==> src/rtl/hh_spike_encoder_if.sv <==
// -----------------------------------------------------------------------------
// hh_spike_encoder_if
//   Valid/ready event port carrying one {isi, peak} record per detected spike.
//
//   evt_valid  producer -> consumer  head event present
//   evt_ready  consumer -> producer  consumer takes the head event this cycle
//   evt_isi    producer -> consumer  onset-to-onset interval in samples
//   evt_peak   producer -> consumer  signed peak membrane potential
//
//   master : event producer (the encoder)
//   slave  : event consumer (readout logic)
// -----------------------------------------------------------------------------
interface hh_spike_encoder_if #(
   parameter int ISI_W = 16
);
   logic                    evt_valid;
   logic                    evt_ready;
   logic        [ISI_W-1:0] evt_isi;
   logic signed [15:0]      evt_peak;

   modport master (
      output evt_valid,
      output evt_isi,
      output evt_peak,
      input  evt_ready
   );

   modport slave (
      input  evt_valid,
      input  evt_isi,
      input  evt_peak,
      output evt_ready
   );
endinterface

==> src/rtl/hh_spike_encoder.sv <==
// -----------------------------------------------------------------------------
// hh_spike_encoder
//   Turns the neuron core's membrane-potential sample stream into spike events.
//   An onset is a sample >= THRESH seen while armed; the spike ends at the
//   first sample below THRESH - HYST. Each spike yields one {isi, peak} event
//   queued in a 2-entry buffer; a refractory window of REFRACT samples follows
//   every offset before onsets are looked for again.
//
//   Ports
//     clock        system clock, rising edge
//     reset        asynchronous, active-high reset
//     v_in         signed 16-bit membrane-potential sample
//     v_valid      v_in is valid this cycle (always accepted)
//     spike        one-cycle pulse the cycle after an onset sample
//     evt          event port (master side of hh_spike_encoder_if)
//     overflow     sticky: an event was dropped because the buffer was full
//     spike_count  saturating onset count, or 0 when the counter is disabled
//
//   Build option
//     HH_SPIKE_COUNT_EN  when defined, a 16-bit saturating onset counter drives
//                        spike_count; otherwise spike_count is tied to zero.
// -----------------------------------------------------------------------------
module hh_spike_encoder #(
   parameter logic signed [15:0] THRESH  = 16'sd0,
   parameter logic        [15:0] HYST    = 16'd5,
   parameter int                 REFRACT = 8,
   parameter int                 ISI_W   = 16
) (
   input  logic                clock,
   input  logic                reset,
   input  logic signed [15:0]  v_in,
   input  logic                v_valid,
   output logic                spike,
   hh_spike_encoder_if.master  evt,
   output logic                overflow,
   output logic [15:0]         spike_count
);

   localparam int RC_W = (REFRACT > 1) ? $clog2(REFRACT + 1) : 1;

   // Offset threshold widened to 17 bits so a low THRESH minus HYST cannot wrap.
   localparam logic signed [16:0] OFF_THRESH =
      $signed({THRESH[15], THRESH}) - $signed({1'b0, HYST});

   typedef enum logic [1:0] {
      ARMED,
      ABOVE,
      REFR
   } state_t;

   typedef struct packed {
      logic        [ISI_W-1:0] isi;
      logic signed [15:0]      peak;
   } evt_t;

   state_t             state;
   logic [ISI_W-1:0]   isi_cnt;
   logic [ISI_W-1:0]   isi_lat;
   logic               first;
   logic signed [15:0] peak;
   logic [RC_W-1:0]    rcnt;

   // Two buffer slots; the head slot is the registered output itself.
   evt_t               head_q, tail_q;
   logic               head_v, tail_v;

   logic signed [16:0] v_ext;
   logic               onset, offset;
   logic [ISI_W-1:0]   isi_inc;
   logic               pop;
   evt_t               new_evt;
   evt_t               head_d, tail_d;
   logic               head_vd, tail_vd;
   logic               drop;

   assign v_ext   = {v_in[15], v_in};
   assign onset   = v_valid && (state == ARMED) && (v_in >= THRESH);
   assign offset  = v_valid && (state == ABOVE) && (v_ext < OFF_THRESH);
   assign isi_inc = (isi_cnt == '1) ? isi_cnt : isi_cnt + ISI_W'(1);
   assign pop     = head_v && evt.evt_ready;

   // Peak is taken from the register, so the sub-threshold offset sample
   // never contributes to it.
   assign new_evt = '{isi: isi_lat, peak: peak};

   // NOTE: every output of this block is given a default first so no path
   // leaves a variable unassigned, which would otherwise infer a latch.
   always_comb begin
      head_d  = head_q;
      head_vd = head_v;
      tail_d  = tail_q;
      tail_vd = tail_v;
      drop    = 1'b0;
      // Pop first so a push into a full buffer on a pop cycle is not dropped.
      if (pop) begin
         head_d  = tail_q;
         head_vd = tail_v;
         tail_vd = 1'b0;
      end
      if (offset) begin
         if (!head_vd) begin
            head_d  = new_evt;
            head_vd = 1'b1;
         end else if (!tail_vd) begin
            tail_d  = new_evt;
            tail_vd = 1'b1;
         end else begin
            drop = 1'b1;
         end
      end
   end

   // NOTE: sequential state is written with non-blocking assignments so every
   // register samples the pre-edge values regardless of statement order.
   always_ff @(posedge clock or posedge reset) begin
      if (reset) begin
         // NOTE: the buffer slots are reset too; they are only two entries and
         // a flush on reset must leave clean, deterministic outputs.
         state    <= ARMED;
         isi_cnt  <= '0;
         isi_lat  <= '0;
         first    <= 1'b1;
         peak     <= '0;
         rcnt     <= '0;
         spike    <= 1'b0;
         head_q   <= '0;
         tail_q   <= '0;
         head_v   <= 1'b0;
         tail_v   <= 1'b0;
         overflow <= 1'b0;
      end else begin
         spike    <= onset;
         head_q   <= head_d;
         head_v   <= head_vd;
         tail_q   <= tail_d;
         tail_v   <= tail_vd;
         overflow <= overflow | drop;

         if (v_valid) begin
            if (onset) begin
               isi_lat <= first ? '0 : isi_inc;
               isi_cnt <= '0;
               first   <= 1'b0;
            end else begin
               isi_cnt <= isi_inc;
            end

            unique case (state)
               ARMED: begin
                  if (onset) begin
                     state <= ABOVE;
                     peak  <= v_in;
                  end
               end
               ABOVE: begin
                  if (offset) begin
                     if (REFRACT == 0) begin
                        state <= ARMED;
                     end else begin
                        state <= REFR;
                        rcnt  <= RC_W'(REFRACT);
                     end
                  end else if (v_in > peak) begin
                     peak <= v_in;
                  end
               end
               REFR: begin
                  // The sample seen with rcnt == 1 re-arms but is not itself
                  // evaluated for onset, so exactly REFRACT samples are ignored.
                  if (rcnt <= RC_W'(1)) begin
                     state <= ARMED;
                  end else begin
                     rcnt <= rcnt - RC_W'(1);
                  end
               end
               default: state <= ARMED;
            endcase
         end
      end
   end

   assign evt.evt_valid = head_v;
   assign evt.evt_isi   = head_q.isi;
   assign evt.evt_peak  = head_q.peak;

`ifdef HH_SPIKE_COUNT_EN
   logic [15:0] count_q;

   always_ff @(posedge clock or posedge reset) begin
      if (reset) begin
         count_q <= '0;
      end else if (onset && (count_q != '1)) begin
         count_q <= count_q + 16'd1;
      end
   end

   assign spike_count = count_q;
`else
   assign spike_count = 16'd0;
`endif

endmodule

==> src/flat_wrapper.sv <==
// flat-port wrapper written by rule: the top's interface ports become plain ports
module hh_spike_encoder_flat 
#(
   parameter logic signed [15:0] THRESH  = 16'sd0,
   parameter logic        [15:0] HYST    = 16'd5,
   parameter int                 REFRACT = 8,
   parameter int                 ISI_W   = 16
)
  (clock, reset, v_in, v_valid, spike, overflow, spike_count, evt_evt_valid, evt_evt_isi, evt_evt_peak, evt_evt_ready);
  hh_spike_encoder_if #(.ISI_W(ISI_W)) evt_i ();
  input  logic clock;
  input  logic reset;
  input  logic signed [15:0] v_in;
  input  logic v_valid;
  output logic spike;
  output logic overflow;
  output logic [15:0] spike_count;
  output wire logic [$bits(evt_i.evt_valid)-1:0] evt_evt_valid;
  output wire logic [$bits(evt_i.evt_isi)-1:0] evt_evt_isi;
  output wire logic [$bits(evt_i.evt_peak)-1:0] evt_evt_peak;
  input wire logic [$bits(evt_i.evt_ready)-1:0] evt_evt_ready;
  assign evt_evt_valid = evt_i.evt_valid;
  assign evt_evt_isi = evt_i.evt_isi;
  assign evt_evt_peak = evt_i.evt_peak;
  assign evt_i.evt_ready = evt_evt_ready;
  hh_spike_encoder #(.THRESH(THRESH), .HYST(HYST), .REFRACT(REFRACT), .ISI_W(ISI_W)) u_core (.clock(clock), .reset(reset), .v_in(v_in), .v_valid(v_valid), .spike(spike), .evt(evt_i), .overflow(overflow), .spike_count(spike_count));
endmodule
==> config.mk <==
export PLATFORM = sky130hd
export DESIGN_NAME = hh_spike_encoder_flat
export DESIGN_NICKNAME = d
export VERILOG_FILES = /design/src/rtl/hh_spike_encoder_if.sv /design/src/rtl/hh_spike_encoder.sv /design/src/flat_wrapper.sv
export SDC_FILE = /design/constraint.sdc
export NUM_CORES = 1
export LEC_CHECK = 0
export BUFFER_PORTS_ARGS = -buffer_cell sky130_fd_sc_hd__buf_4
export CAP_MARGIN = 20
export CORE_UTILIZATION = 60
export CTS_BUF_LIST = sky130_fd_sc_hd__clkbuf_2
export DETAILED_ROUTE_END_ITERATION = 8
export PLACE_DENSITY = 0.92
export SETUP_SLACK_MARGIN = 0.02
export SYNTH_ARGS = -nofsm -noshare
export SYNTH_HDL_FRONTEND = slang
export SYNTH_SLANG_ARGS = --single-unit
==> constraint.sdc <==
create_clock -name clock -period 4.7 [get_ports clock]
set_input_delay 0.94 -clock clock [delete_from_list [all_inputs] [get_ports clock]]
set_output_delay 0.94 -clock clock [all_outputs]
set_load 0.005 [all_outputs]
==> results.json <==
{
  "p_leak_nw": 3.463,
  "num_antenna_cells": 0,
  "relSlewSlack": 0.2614,
  "hold_class": "primary input to async pin",
  "async_flop_share": 1.000,
  "post_synth_num_cell_types": 58,
  "synth-seq-cells": 123,
  "cts_buffer_depth": 2,
  "synth_commonest_cells": "dfrtp_1, nand2_1, o21ai_0",
  "hold_viol": 0,
  "port_buffers": 54,
  "die_w_um": 103.9,
  "place_area_sq_um": 6623,
  "cp.required_ns": 5.27,
  "max_cap_viol_count": 0,
  "dr_total_vias": 4500,
  "fmax_mhz": 346.6,
  "ir_drop_mv": 0.2243,
  "p_total_mw": 3.403,
  "routed_wl_um": 12850,
  "detail_route.iter0.violations": 274,
  "fin_skew_ns": 0.03245,
  "final_max_slew_viol_count": 0,
  "timing.setup.tns_ns": 0,
  "overflow": 0,
  "grtUsageTotal": 0.2569,
  "avgSynthCellArea_sq_um": 11.12,
  "critPathKind": "register to register",
  "synth.top_cell.area_share": 0.4903,
  "wl_per_cell_um": 17.01,
  "syn_inst": 560,
  "drc": 0,
  "fin_nets": 652,
  "yosys.cell_count.top_type": "dfrtp_1",
  "vias_per_cell": 5.960,
  "place_congestion": 0.8872,
  "first_pass_iters": 5,
  "h-tree-depth": 4,
  "cellPowerDensity_nw_per_um2": 492.8,
  "synthesis.area_sq_um": 6227,
  "worstSetupEndpointType": "register",
  "tightest_slew_ns": 1.108,
  "synth_top_area_cell": "dfrtp_1",
  "grt_pass1_vias": 4572,
  "synthTopCellsByArea": "dfrtp_1, mux2_4, mux2i_1, ha_1, o21ai_0",
  "synth_flop_cell": "dfrtp_1",
  "num_rows": 36,
  "grt_antenna_before_repair": 0,
  "seq_area_sq_um": 3079,
  "arrival_ns": 3.45,
  "cts_buffers": 17,
  "yosysSeqAreaShare": 0.4945,
  "final_antenna_net_count": 0,
  "dieArea_sq_um": 10790,
  "min_period_ns": 2.886,
  "core_sq_um": 9910,
  "grt_setup_unrepaired": "false",
  "fill_cells": 689,
  "start_util": 0.6284,
  "grt_first_pass_wirelength_um": 21970,
  "die_y_um": 103.9,
  "crit_fanout": 32,
  "clkSinkCount": 123,
  "area_delta_synth_final_pct": 10.89,
  "grt_start_max_net_pins": 66,
  "layout-drive-gt1-share": 0.2444,
  "outcome": "finished clean",
  "finalCritPeriodShare": 0.6139,
  "io_pins": 71,
  "ctsResizeCount": 0,
  "multiInputGateArea_sq_um": 2838,
  "fin_area_sq_um": 6905,
  "synth_edf_count": 0,
  "finalSetupViolCount": 0,
  "cts_tree": "built",
  "hold_buffers": 0,
  "startpoint_type": "register",
  "clock_latency_ns": 0.69,
  "path_clk_slew_ns": 0.19,
  "hpwlAfterDp_um": 8432,
  "cts_setup_buffers": 0,
  "cts-root-buf": "clkbuf_2",
  "yosysWarnings": 0
}
[per-stage QoR]
stage / hold slack, ns / std cells / setup WS [ns] / util
after detailed placement: 0.4676 / 723 / 1.348 / 0.6683
after global placement: 0.4585 / 723 / 1.472 / 0.6683
after floorplan: 0.4602 / 575 / 0.4908 / -
after global routing: 0.3539 / 755 / 1.685 / 0.6968
after CTS: 0.3678 / 755 / 1.842 / 0.6968
final: 0.3650 / 755 / 1.814 / 0.6968
[worst max-delay path: stages, from the launching register on]
cell     delay (ns)
dfrtp_1        0.44
inv_1          0.12
ha_1           0.32
nand3_1        0.18
nor2_2         0.31
and3_2         0.96
mux2_2         0.42
[final timing paths]
path / start / slack [ns] / cells after the start / endpoint
worst max register to register: u_core.state[1] / 1.81 / 6 / u_core.tail_q[6]
worst min-delay path: reset / 0.37 / 2 / u_core.evt.evt_peak[15]
worst max-delay path: u_core.state[1] / 1.81 / 6 / u_core.tail_q[6]
worst min register to register: u_core.overflow / 0.50 / 1 / u_core.overflow
min in group clock: v_in[11] / 0.50 / 2 / u_core.peak[11]
max in group asynchronous: reset / 3.33 / 3 / u_core.tail_q[28]
[layout make-up]
| cell class | count | share of cell area |
|---|---|---|
| timing repair buffer | 57 | 0.06197 |
| clock inverter | 15 | 0.02863 |
| clock buffer | 17 | 0.01232 |
| multi-input combinational | 381 | 0.4109 |
| inverter | 29 | 0.01613 |
| tap | 133 | 0.02410 |
| sequential | 123 | 0.4459 |
[logic make-up after synthesis]
kind of cell | synth area share
and+or+nand+nor | 0.1055
DFF | 0.4945
adders and majority gates | 0.04621
other | 0.0006022
AOI/OAI and AO/OA | 0.1081
muxes | 0.1686
xor gates and xnor gates | 0.01688
buffers and inverters | 0.05967
[cell usage in the layout (no fill, tap or decap), types with 3 or more instances in the layout]
| cell | count |
|---|---|
| and2_1 | 4 |
| nor2_1 | 13 |
| inv_1 | 28 |
| conb_1 | 16 |
| mux2_2 | 19 |
| mux2i_1 | 37 |
| nand2b_1 | 5 |
| dfrtp_1 | 122 |
| xor2_1 | 4 |
| ha_1 | 23 |
| bufinv_16 | 4 |
| nand4_1 | 8 |
| mux2_4 | 31 |
| nor3_1 | 3 |
| nand3_1 | 6 |
| clkinvlp_4 | 4 |
| o31ai_1 | 6 |
| nand2_1 | 70 |
| o22ai_1 | 3 |
| buf_4 | 57 |
| o21ai_0 | 57 |
| xnor2_1 | 8 |
| clkbuf_2 | 17 |
| a21oi_1 | 16 |
| a31oi_1 | 9 |
[power breakdown]
part,switching [mW],leakage [nW],internal (mW)
clock,0.416,0.152,0.349
combinational,0.518,1.68,0.552
sequential,0.238,1.63,1.33
[layer usage]
metal,vias to the layer above,GRT usage,part of all wire
met5,-,0,0
met3,28,0.06391,0.050
li1,2035,-,-
met2,166,0.4224,0.49
met4,0,0.1000,0.021
met1,2271,0.3283,0.44
[flip-flops by register name, summed over array words and instances, names as in the netlist, 2 cells and up]
name and count:
u_core.tail_q 32, u_core.evt.evt_isi 16, u_core.evt.evt_peak 16, u_core.isi_cnt 16, u_core.isi_lat 16, u_core.peak 16, u_core.rcnt 4, u_core.state 2
Note: power is estimated with default switching activity, not from simulation.
